===== src/rtl/lcd_cmd_scheduler.sv =====
// ---------------------------------------------------------------------------
// lcd_cmd_scheduler
// Buffers 31-bit LCD draw commands written by the CPU and hands them to the
// LCD engine one at a time. No command is issued until the panel init
// sequencer reports ready. After each issue the block waits for the engine's
// run-finish edge (or a timeout), then idles for GAP cycles before the next.
//
// Ports:
//   i_clk         system clock
//   i_rst         synchronous reset, active-high
//   i_push        enqueue request, i_cmd_in sampled when high
//   i_cmd_in      command word (opaque LCD_CRTL format)
//   i_ini_finish  panel ready level from the init sequencer
//   i_run_finish  engine finish, rising edge marks command complete
//   i_err_clr     one-cycle pulse clearing both sticky error flags
//   o_lcd_crtl    command presented to the engine, held until next issue
//   o_lcd_en      one-cycle issue strobe
//   o_full        FIFO holds 2**AW entries
//   o_empty       FIFO holds no entries
//   o_level       FIFO occupancy
//   o_busy        a command is in flight or the post-completion gap runs
//   o_ovf_err     sticky, a push was dropped at full
//   o_tmo_err     sticky, a command was abandoned on timeout
// ---------------------------------------------------------------------------
module lcd_cmd_scheduler #(
  parameter int AW      = 3,
  parameter int TIMEOUT = 1048576,
  parameter int GAP     = 2
) (
  input  logic          i_clk,
  input  logic          i_rst,
  input  logic          i_push,
  input  logic [30:0]   i_cmd_in,
  input  logic          i_ini_finish,
  input  logic          i_run_finish,
  input  logic          i_err_clr,
  output logic [30:0]   o_lcd_crtl,
  output logic          o_lcd_en,
  output logic          o_full,
  output logic          o_empty,
  output logic [AW:0]   o_level,
  output logic          o_busy,
  output logic          o_ovf_err,
  output logic          o_tmo_err
);

  localparam int DEPTH = 1 << AW;
  localparam int TW    = $clog2(TIMEOUT + 1);
  localparam int GW    = $clog2(GAP + 1);

  typedef enum logic [2:0] {
    S_WAIT_INI,
    S_IDLE,
    S_ISSUE,
    S_WAIT_DONE,
    S_GAP
  } state_t;

  state_t          r_state;
  state_t          w_next;

  logic [30:0]     r_mem [DEPTH];
  logic [AW-1:0]   r_wptr;
  logic [AW-1:0]   r_rptr;
  logic [AW:0]     r_level;
  logic [30:0]     r_lcd_crtl;
  logic            r_lcd_en;
  logic            r_ovf_err;
  logic            r_tmo_err;
  logic [TW-1:0]   r_tmo_cnt;
  logic [GW-1:0]   r_gap_cnt;
  logic            r_run_finish_d;

  logic            w_done;
  logic            w_full;
  logic            w_empty;
  logic            w_pop;
  logic            w_tmo_hit;
  logic            w_push_ok;
  logic            w_drop;

  assign w_done    = i_run_finish & ~r_run_finish_d;
  assign w_empty   = (r_level == '0);
  assign w_full    = (r_level == (AW+1)'(DEPTH));
  // A push at full is still taken when the head leaves in the same cycle.
  assign w_push_ok = i_push & (~w_full | w_pop);
  assign w_drop    = i_push & w_full & ~w_pop;

  // Next-state logic. The pop happens on the IDLE->ISSUE transition so the
  // head word is latched into o_lcd_crtl together with the strobe. A done
  // edge wins over a timeout landing in the same cycle.
  always_comb begin
    w_next    = r_state;
    w_pop     = 1'b0;
    w_tmo_hit = 1'b0;
    case (r_state)
      S_WAIT_INI: begin
        if (i_ini_finish) w_next = S_IDLE;
      end
      S_IDLE: begin
        if (!i_ini_finish) begin
          w_next = S_WAIT_INI;
        end else if (!w_empty) begin
          w_pop  = 1'b1;
          w_next = S_ISSUE;
        end
      end
      S_ISSUE: begin
        w_next = S_WAIT_DONE;
      end
      S_WAIT_DONE: begin
        if (w_done) begin
          w_next = S_GAP;
        end else if (r_tmo_cnt == TW'(TIMEOUT - 1)) begin
          w_tmo_hit = 1'b1;
          w_next    = S_GAP;
        end
      end
      S_GAP: begin
        if (r_gap_cnt == GW'(GAP - 1)) w_next = S_IDLE;
      end
      default: w_next = S_WAIT_INI;
    endcase
  end

  // State register.
  always_ff @(posedge i_clk) begin
    if (i_rst) r_state <= S_WAIT_INI;
    else       r_state <= w_next;
  end

  // FIFO storage has no reset; only the pointers define valid contents.
  always_ff @(posedge i_clk) begin
    if (w_push_ok) r_mem[r_wptr] <= i_cmd_in;
  end

  // FIFO pointers and occupancy. Push+pop together leaves the level alone.
  always_ff @(posedge i_clk) begin
    if (i_rst) begin
      r_wptr  <= '0;
      r_rptr  <= '0;
      r_level <= '0;
    end else begin
      if (w_push_ok) r_wptr <= r_wptr + AW'(1);
      if (w_pop)     r_rptr <= r_rptr + AW'(1);
      case ({w_push_ok, w_pop})
        2'b10:   r_level <= r_level + (AW+1)'(1);
        2'b01:   r_level <= r_level - (AW+1)'(1);
        default: r_level <= r_level;
      endcase
    end
  end

  // Issue strobe, command hold register, wait/gap counters and edge detect.
  // The timeout counter is zeroed in ISSUE so WAIT_DONE starts at 0; the gap
  // counter is held at 0 outside GAP so it always starts fresh.
  always_ff @(posedge i_clk) begin
    if (i_rst) begin
      r_lcd_en       <= 1'b0;
      r_lcd_crtl     <= '0;
      r_tmo_cnt      <= '0;
      r_gap_cnt      <= '0;
      r_run_finish_d <= 1'b0;
    end else begin
      r_run_finish_d <= i_run_finish;
      r_lcd_en       <= w_pop;
      if (w_pop) r_lcd_crtl <= r_mem[r_rptr];
      if (r_state == S_ISSUE)          r_tmo_cnt <= '0;
      else if (r_state == S_WAIT_DONE) r_tmo_cnt <= r_tmo_cnt + TW'(1);
      if (r_state == S_GAP) r_gap_cnt <= r_gap_cnt + GW'(1);
      else                  r_gap_cnt <= '0;
    end
  end

  // Sticky error flags; a set in the same cycle as a clear wins.
  always_ff @(posedge i_clk) begin
    if (i_rst) begin
      r_ovf_err <= 1'b0;
      r_tmo_err <= 1'b0;
    end else begin
      if (w_drop)         r_ovf_err <= 1'b1;
      else if (i_err_clr) r_ovf_err <= 1'b0;
      if (w_tmo_hit)      r_tmo_err <= 1'b1;
      else if (i_err_clr) r_tmo_err <= 1'b0;
    end
  end

  assign o_lcd_crtl = r_lcd_crtl;
  assign o_lcd_en   = r_lcd_en;
  assign o_full     = w_full;
  assign o_empty    = w_empty;
  assign o_level    = r_level;
  assign o_busy     = (r_state == S_ISSUE) || (r_state == S_WAIT_DONE) ||
                      (r_state == S_GAP);
  assign o_ovf_err  = r_ovf_err;
  assign o_tmo_err  = r_tmo_err;

endmodule

===== config.mk =====
export PLATFORM = sky130hd
export DESIGN_NAME = lcd_cmd_scheduler
export DESIGN_NICKNAME = d
export VERILOG_FILES = /design/src/rtl/lcd_cmd_scheduler.sv
export SDC_FILE = /design/constraint.sdc
export NUM_CORES = 1
export LEC_CHECK = 0
export ABC_AREA = 1
export ABC_CLOCK_PERIOD_IN_PS = 5310
export BUFFER_PORTS_ARGS = -buffer_cell sky130_fd_sc_hd__clkbuf_2
export CAP_MARGIN = 20
export CORE_MARGIN = 2
export CORE_UTILIZATION = 45
export DETAILED_ROUTE_END_ITERATION = 10
export GPL_TIMING_DRIVEN = 0
export MAX_ROUTING_LAYER = met4
export SLEW_MARGIN = 20
export SYNTH_ARGS = -nofsm -noshare
export SYNTH_HDL_FRONTEND = slang
export SYNTH_SLANG_ARGS = --single-unit

===== constraint.sdc =====
create_clock -name i_clk -period 5.31 [get_ports i_clk]
set_input_delay 1.062 -clock i_clk [delete_from_list [all_inputs] [get_ports i_clk]]
set_output_delay 1.062 -clock i_clk [all_outputs]
set_load 0.1 [all_outputs]

# After elaboration in Yosys (flattened, before gate mapping)
# Memory sizes are Yosys's and may differ from the RTL's. A register that Yosys moved wholly into a read port is not among the register bits.
# Index checks and enable logic that the tools add are counted.
classes:
  add_sub_neg: 6
  eq_ne: 13
  n_mux: 19
  bitwise: 9
  n_reduce_logical: 10
op_table:
  columns: ["operator", "count"]
  rows:
  - ["$add A21 B1 Y21 const B", 1]
  - ["$eq A21 B20 Y1 const B", 1]
  - ["$mux W3", 6]
  - ["$pmux W3 S5", 1]
  - ["$mux W1", 11]
  - ["$pmux W4 S2", 1]
  - ["$add A3 B1 Y3 const B", 2]
  - ["$eq A3 B2 Y1 const B", 2]
  - ["$ne A3 B3 Y1 const B", 2]
  - ["$reduce_bool A2 Y1", 3]
  - ["$add A4 B1 Y4 const B", 1]
  - ["$and A1 B1 Y1", 4]
  - ["$eq A2 B1 Y1 const B", 2]
  - ["$eq A4 B4 Y1 const B", 1]
  - ["$logic_not A4 Y1", 1]
  - ["$ne A2 B2 Y1 const B", 2]
  - ["$not A1 Y1", 4]
  - ["$reduce_and A4 Y1", 1]
  - ["$reduce_or A2 Y1", 2]
  - ["$sub A4 B1 Y4 const B", 1]
  - ["$eq A3 B1 Y1 const B", 1]
  - ["$eq A3 B3 Y1 const B", 1]
  - ["$logic_not A3 Y1", 1]
  - ["$add A2 B1 Y2 const B", 1]
  - ["other kinds (3)", 4]
totals:
  regBits: 40
  ramBits: 248
  in_bits: 37
  output_inout_bits: 41
  word_cells: 68
  mem_count: 1
memory_table:
  columns: ["name", "words", "word_bits", "read_ports", "rd_clocked_by_memory_dff", "wr", "line_no", "rtl"]
  rows:
  - ["r_mem", 8, 31, 1, 1, 1, "62", "logic [30:0] r_mem [DEPTH];"]

# Longest topological paths before layout
# Gate-level depths: netlist of run 1.
depth:
  word_depth: 8
  mapped_depth: 13
  mapped_depth_nobuf: 13

# Least setup slack after synthesis of run 1
# No wires, ideal clock.
synth_path:
  kind: "register -> register"
  start: "reg r_level[3], in the netlist o_level[3]"
  end: "mem r_mem[1][0], enable pin"
  setup_ns: 0.390
  arrival_ns: 3.802
  t_required_ns: 4.920
  path_slack_ns: 1.119
  path_stages_with_launch: 8
  n_path_buf: 0
  period_less_slack_ns: 4.191
  cell_sequence: "dfxtp_1 inv_1 nor4_2 a21oi_4 inv_2 nor2_2 inv_2 nor2_1"
synth_between:
  word_cells_on_any_way: 10
  classes_between: "1 x eq/ne; 5 x mux; 3 x bitwise; 1 x reduce/logical"
synth_lines:
  columns: ["item", "line_no", "rtl"]
  rows:
  - ["start: declaration", "65", "logic [AW:0] r_level;"]
  - ["start signal: assignment", "147", "2'b10: r_level <= r_level + (AW+1)'(1);"]
  - ["start signal: assignment", "148", "2'b01: r_level <= r_level - (AW+1)'(1);"]
  - ["start signal: assignment", "149", "default: r_level <= r_level;"]
  - ["$eq A4 B4 Y1", "84", "assign w_full = (r_level == (AW+1)'(DEPTH));"]
  - ["net o_full", "39", "output logic o_full,"]
  - ["$not A1 Y1", "86", "assign w_push_ok = i_push & (~w_full | w_pop);"]
  - ["$or A1 B1 Y1", "86", null]
  - ["$and A1 B1 Y1", "86", null]
  - ["$mux W1", "134", "if (w_push_ok) r_mem[r_wptr] <= i_cmd_in;"]
  - ["$mux W1 (not written as such)", "134", null]
  - ["end: declaration", "62", null]
# The timed path passes the listed nets, and every way through them passes these cells.

# Worst setup path in the final report of run 1
layout_path:
  start: "reg r_level[3], in the netlist o_level[3]"
  end: "out o_full"
layout_between:
  elab_chain_len: 1
layout_lines:
  columns: ["item", "line_no"]
  rows:
  - ["$eq A4 B4 Y1", "84"]
  - ["end: declaration", "39"]
# No other way between the ends.

==> results of run 1 <==
==> kinds of logic (layout without fill, tap and decap cells) <==
family | count (synthesis) | count (layout) | share of synthesized area
adder cells (fa/ha/maj) | 5 | 5 | 0.005032
XOR/XNOR | 6 | 6 | 0.004227
AO/OA/AOI/OAI | 329 | 329 | 0.1468
buffers and inverters | 109 | 258 | 0.03422
AND/OR/NAND/NOR | 278 | 278 | 0.09641
flip-flops | 319 | 319 | 0.7133
==> per-layer routing <==
layer | vias up | track usage | part of all wire
met2 | 260 | 0.3590 | 0.47
met1 | 4243 | 0.2997 | 0.45
met3 | 52 | 0.03326 | 0.060
met5 | - | - | 0
met4 | 0 | 0.06020 | 0.019
li1 | 4047 | - | -
==> state kept, by name, indices dropped and copies added (netlist names), 2 cells and up <==
| name | cells |
|---|---|
| r_mem | 248 |
| o_lcd_crtl | 31 |
| r_state | 3 |
| r_rptr | 3 |
| r_wptr | 3 |
| r_tmo_cnt | 21 |
| r_gap_cnt | 2 |
| o_level | 4 |
==> power breakdown <==
| group | leakage (uW) | switching, uW | internal [uW] |
|---|---|---|---|
| clock | 0.000565 | 942 | 1490 |
| combinational | 0.00174 | 1290 | 335 |
| sequential | 0.00283 | 83.6 | 2860 |
| total | 0.00513 | 2310 | 4690 |
==> cells in the mapped netlist (5+ instances only) <==
cell      count  area (um^2)
nor3_1        5        25.02
o21ai_1      11        55.05
a21oi_1      56        280.3
o21ai_0     195        975.9
clkbuf_1     41        153.9
o221ai_1     31        271.5
dfxtp_1      71         1421
edfxtp_1    248         7447
buf_2        12        60.06
ha_1          5        62.56
inv_1        45        168.9
inv_2         5        18.77
nand3_1      17        85.08
o22ai_1      31        193.9
nor2_1      170        638.1
nand2_1      61        229.0
==> per-stage QoR <==
stage / hold slack, ps / cells / cell area (um^2)
floorplan: 398.3 / 1046 / 12430
global placement: 409.1 / 1464 / 13250
detailed placement: 419.6 / 1474 / 13580
CTS: 427.6 / 1536 / 14740
global route: 453.8 / 1536 / 14740
finish: 423.5 / 1536 / 14740
==> worst reg2reg max path, stage by stage, from the launching register on <==
cell     delay, ps
dfxtp_1        470
nor2_1          80
nand2_1        230
nand2_4        170
a21oi_4        240
nand2_1        280
nor2_4         620
buf_16         250
==> area by class of cell <==
type                            count  area [um^2]
Tap cell                          341        426.7
Sequential cell                   319         8869
Inverter                           52        195.2
Buffer                             57        230.2
Clock buffer                       53         1037
Multi-Input combinational cell    618         3199
Fill cell                        2307        12290
Timing Repair Buffer               87        660.6
Clock inverter                      9        121.4
==> worst max-delay path by stage <==
stage / start / cells after the start / slack [ps] / endpoint
CTS: o_level[3] / 3 / 2260 / o_full
detailed placement: i_ini_finish / 8 / 1960 / r_mem[0][27]
finish: o_level[3] / 3 / 2280 / o_full
global placement: i_ini_finish / 9 / -30 / r_mem[3][27]
global route: o_level[3] / 3 / 2200 / o_full
floorplan: o_level[3] / 7 / 1120 / r_mem[1][0]
==> results.md, run 1 <==
* Reg-to-Reg End: r_mem[0][28]
* Via density at roughly 5.6
* FFs w/ async S/R, synth at 0
* First-pass GRT wire length at 47,430 um
* Setup total negative slack at 0 ps
* Num CTS Buffers at 34
* Unrepaired setup endpoints after global routing: false
* Die Height at roughly 170 um
* Outcome: finished clean
* CP bufs+invs at 2
* Clk root buf: clkbuf_16
* Synth Flop Type: edfxtp_1
* DRC at 0
* CTS tree: built
* Min-Delay Endpoint: r_gap_cnt[0]
* Worst reg2reg path startpoint: o_level[0]
* Synth Instances at 1,046
* Slowest stage delay, CP at roughly 540 ps
* Syn-to-layout area delta at 18.55%
* Crit start category: flip-flop
* Final Max Slew Viols at 0
* GRT overflow at 0
* CP arrival at between 1500 and 2000 ps
* Hold Path Class: flip-flop to flip-flop
* Worst Hold Path Cells at 1
* Synth Net Count at roughly 1,100
* R2R depth at 7
* I/O pin count at 78
* Pin count of the biggest net entering global routing at 20
* Pwr dens at 475.3 nW/um^2
* GRT Overall Usage at 0.2235
* Achievable Freq at approximately 330 MHz
* Diode count at 0
* Synthesized area per cell at between 10 and 15 um^2
* HPWL after DPL at 19,840 um
* Yosys warning total at 0
* Worst vdd ir at about 280 uV
* Setup repair bufs after CTS at 0
* Number of antenna violations at the first check in global routing at 0
* Worst-Margin Slew at 771.0 ps
* Layout Nets at 1,211
* Pwr Total at 7005 uW
* Setup crit end kind: output port
* Hold Buf Count CTS at 0
* Leak at 0.005130 uW
* Post-layout util at 0.5454
* Critical-path cell list: inv_1, nor4_2, clkbuf_2
* Slew headroom at 0.4860
* Critical path type: flip-flop to output port
* Rows at 60
* Port buffer count at between 70 and 80
* Final setup viols at 0
* Post-Syn Area at between 10,000 and 15,000 um^2
* Final wirelength at 31,190 um
* CTS resizes at 0
* CP top delay family: buffers and inverters
* Antenna-violating nets left at 0
* Core area at approximately 27,000 um^2
* Clock tree sinks at around 320
* Post-synthesis sequential area ratio at 0.7133
* Worst skew pair latency at 520 ps
* Final Hold Viols at 0
* Post-route minimum period at approximately 3000 ps
* Most common cell after layout, fill and taps aside: edfxtp_1
* CP max stage cell: clkbuf_2
* Initial core utilization at 0.4600
* CTS clk-pin slew, worst paths at ~60 ps
* Die width at between 150 and 200 um
* Worst endpoint required time at between 4000 and 5000 ps
* Place WS at 1963 ps
* Reg2Reg Setup Slack at approximately 2700 ps
* Flops & latches, synth at 319
* Die area at about 29,000 um^2
* Wirelength per Cell at 20.30 um
* Critical path peak fanout at 4
* Iter 0 DRT Violations at slightly below 700
* EDFF count, synth at approximately 250
* Worst Skew at about 9.9 ps
* Max Cap Violations at 0
* Final GP Congestion at approximately 0.8
* Clock Path Buffers at 3
* Routed vias at approximately 8,600
* Worst Min Path Start: r_gap_cnt[0]
* Final Cycle Share at 0.5698
* Layout cell share with drive strength beyond 1 at 0.1498
* H-Tree Depth at 2
* Vias in the first global route at between 8,000 and 9,000
* DRT Pass-1 Iters at 6
* Most frequent cells in the layout: 248 x edfxtp_1, 195 x o21ai_0, 162 x nor2_1
* Final setup margin at between 2000 and 2500 ps
* Yosys cell types at 37
Note: power is estimated with default switching activity, not from simulation.
==> inputs of run 2 (changes only) <==
--- a/config.mk
+++ b/config.mk
@@ -6,7 +6,7 @@
 export NUM_CORES = 1
 export LEC_CHECK = 0
 export ABC_AREA = 1
-export ABC_CLOCK_PERIOD_IN_PS = 5310
+export ABC_CLOCK_PERIOD_IN_PS = 2500
 export BUFFER_PORTS_ARGS = -buffer_cell sky130_fd_sc_hd__clkbuf_2
 export CAP_MARGIN = 20
 export CORE_MARGIN = 2
==> constraint.sdc (replaced) <==
create_clock -name i_clk -period 2.5 [get_ports i_clk]
set_input_delay 0.5 -clock i_clk [delete_from_list [all_inputs] [get_ports i_clk]]
set_output_delay 0.5 -clock i_clk [all_outputs]
set_load 0.1 [all_outputs]
==> run 2 against run 1 <==
  * Total power increased by 110%
  * Sequential share of layout area decreased by 0.32 points
  * Critical path type is now flip-flop to flip-flop
  * Die area unchanged
  * Sequential cell count unchanged
  * Critical path depth increased by 4
  * Worst hold slack got worse by 210 ps
  * Clock-buffer cell count unchanged
  * Largest cell class unchanged
  * First-iteration DRC count increased by 4.5%
==> results.md, run 2 (same netlist as run 1, synthesis figures left out) <==
* Outcome: finished clean (unchanged)
* Final setup viols at 0 (unchanged)
* CP arrival at 2450 ps (was 1960 ps)
* Most frequent cells in the layout: 248 x edfxtp_1, 195 x o21ai_0, 162 x nor2_1 (unchanged)
* Post-route minimum period at 2327 ps
* Max Cap Violations at 0 (unchanged)
* CTS clk-pin slew, worst paths at 60 ps (about the same)
* Port buffer count at 77 (unchanged)
* Die width at 170.2 um (unchanged)
* Pwr Total at 14,840 uW (was 7005 uW)
* Leak at 0.005170 uW (was 0.005130 uW)
* Final setup margin at 172.6 ps (was 2284 ps)
* Number of antenna violations at the first check in global routing at 1 (was 0)
* Layout Nets at 1,220 (was 1,211)
* Clock tree sinks at 319 (unchanged)
* Die area at 28,970 um^2 (unchanged)
* First-pass GRT wire length at 48,150 um (was 47,430 um)
* Final Hold Viols at 0 (unchanged)
* Layout cell share with drive strength beyond 1 at 0.1636 (was 0.1498)
* Worst skew pair latency at 510 ps (was 520 ps)
* Pin count of the biggest net entering global routing at 20 (unchanged)
* Placed inst area at 13,510 um^2 (was 13,580 um^2)
* Via density at 5.509 (was 5.600)
* Final hold slack at 212.1 ps (was 423.5 ps)
* Hold Path Class: input port to flip-flop (was flip-flop to flip-flop)
* I/O pin count at 78 (unchanged)
* Pwr dens at 999.9 nW/um^2 (was 475.3 nW/um^2)
* Setup crit end kind: flip-flop (was output port)
* Worst endpoint required time at 2630 ps (was 4250 ps)
* HPWL after DPL at 19,540 um (was 19,840 um)
* Unrepaired setup endpoints after global routing: false (unchanged)
* Critical path type: flip-flop to flip-flop (was flip-flop to output port)
* Final GP Congestion at 0.7797 (was 0.7907)
* Max FFs per register at 248 (unchanged)
* Worst Skew at 18.45 ps (was 9.877 ps)
* Syn-to-layout area delta at 19.39% (was 18.55%)
* Worst vdd ir at 648.9 uV (was 276.2 uV)
* DRC at 0 (unchanged)
* DRT Pass-1 Iters at 5 (was 6)
* Most common cell after layout, fill and taps aside: edfxtp_1 (unchanged)
* Core area at 27,030 um^2 (unchanged)
* Slew headroom at 0.5080 (was 0.4860)
* Num CTS Buffers at 34 (unchanged)
* Rows at 60 (unchanged)
* GRT Overall Usage at 0.2268 (was 0.2235)
* Critical path peak fanout at 16 (was 4)
* Wirelength per Cell at 20.45 um (was 20.30 um)
* Crit start category: flip-flop (unchanged)
* Vias in the first global route at 8,132 (was 8,336)
* Final wirelength at 31,620 um (was 31,190 um)
* Setup total negative slack at 0 ps (unchanged)
* GRT overflow at 0 (unchanged)
* Largest Register: r_mem (unchanged)
* Clock Path Buffers at 3 (unchanged)
* Reg2Reg Setup Slack at 170 ps (was 2660 ps)
* Final Cycle Share at 0.9309
* Layout Cell Area excl Fill at 14,840 um^2 (was 14,740 um^2)
* Clk root buf: clkbuf_16 (unchanged)
* CTS tree: built (unchanged)
* Worst-Margin Slew at 738.0 ps (was 771.0 ps)
* Final Max Slew Viols at 0 (unchanged)
* Achievable Freq at about 430 MHz
* Iter 0 DRT Violations at 720 (was 689)
* Die Height at 170.2 um (unchanged)
* Initial core utilization at 0.4600 (unchanged)
* H-Tree Depth at 2 (unchanged)
* Routed vias at 8,517 (was 8,602)
* Fillers at 2,292 (was 2,307)
* Place WS at -396.5 ps (was 1963 ps)
* Antenna-violating nets left at 0 (unchanged)
run 2: cell count changes in the layout (fill, tap and decap cells not counted), sizes merged:
cell	delta
buf	+7
bufinv	-1
clkinv	+1
diode	+1
nor2	+2
run 2: power by group:
part	switching [uW]	internal, uW
combinational	2750	731
clock	1990	3080
sequential	184	6100
run 2: timing repair:
item / 4_1_cts / 5_1_grt
pin swaps: 3 / 5
cloned: 2 / 0
gates resized for setup: 4 / 0
buffers inserted: 2 / 8
setup endpoints to repair: 95 / 113
hold buffers: 0 / 0
run 2: path summary, 6_finish.rpt:
check | startpoint | end | cells after the start
worst min register to register | r_gap_cnt[0] | r_gap_cnt[0] | 1
worst max register to register | r_state[2] | r_mem[6][2] | 7
worst max-delay path | r_state[2] | r_mem[6][2] | 7
worst min-delay path | i_run_finish | r_run_finish_d | 3
run 2: per-stage QoR:
step / util / cells
3_3_place_gp: 0.4934 / 1464
3_5_place_dp: 0.5000 / 1471
5_1_grt: 0.5493 / 1546
2_1_floorplan: - / 1046
6_report: 0.5493 / 1546
4_1_cts: 0.5446 / 1537
run 2: cell type report:
cell class / count / area [um^2] / share of cell area
Antenna cell: 1 / 2.502 / 0.0001686
Buffer: 57 / 230.2 / 0.01551
Clock buffer: 53 / 1046 / 0.07047
Clock inverter: 9 / 92.59 / 0.006237
Inverter: 52 / 197.7 / 0.01332
Multi-Input combinational cell: 620 / 3238 / 0.2181
Sequential cell: 319 / 8885 / 0.5985
Tap cell: 341 / 426.7 / 0.02874
Timing Repair Buffer: 94 / 725.7 / 0.04889
run 2: critical path: stages, from the launching register on:
cell and delay [ps]:
dfxtp_1 370, inv_1 100, nand2_1 120, nor2_4 200, nand2_4 130, a21oi_4 260, nand2_4 180, nor2_4 580
run 2: routing by layer:
layer,vias to the layer above,GRT usage,share of wire
met5,-,-,0
met4,0,0.06689,0.021
met3,52,0.03581,0.065
met2,298,0.3530,0.47
met1,4084,0.3104,0.44
li1,4083,-,-
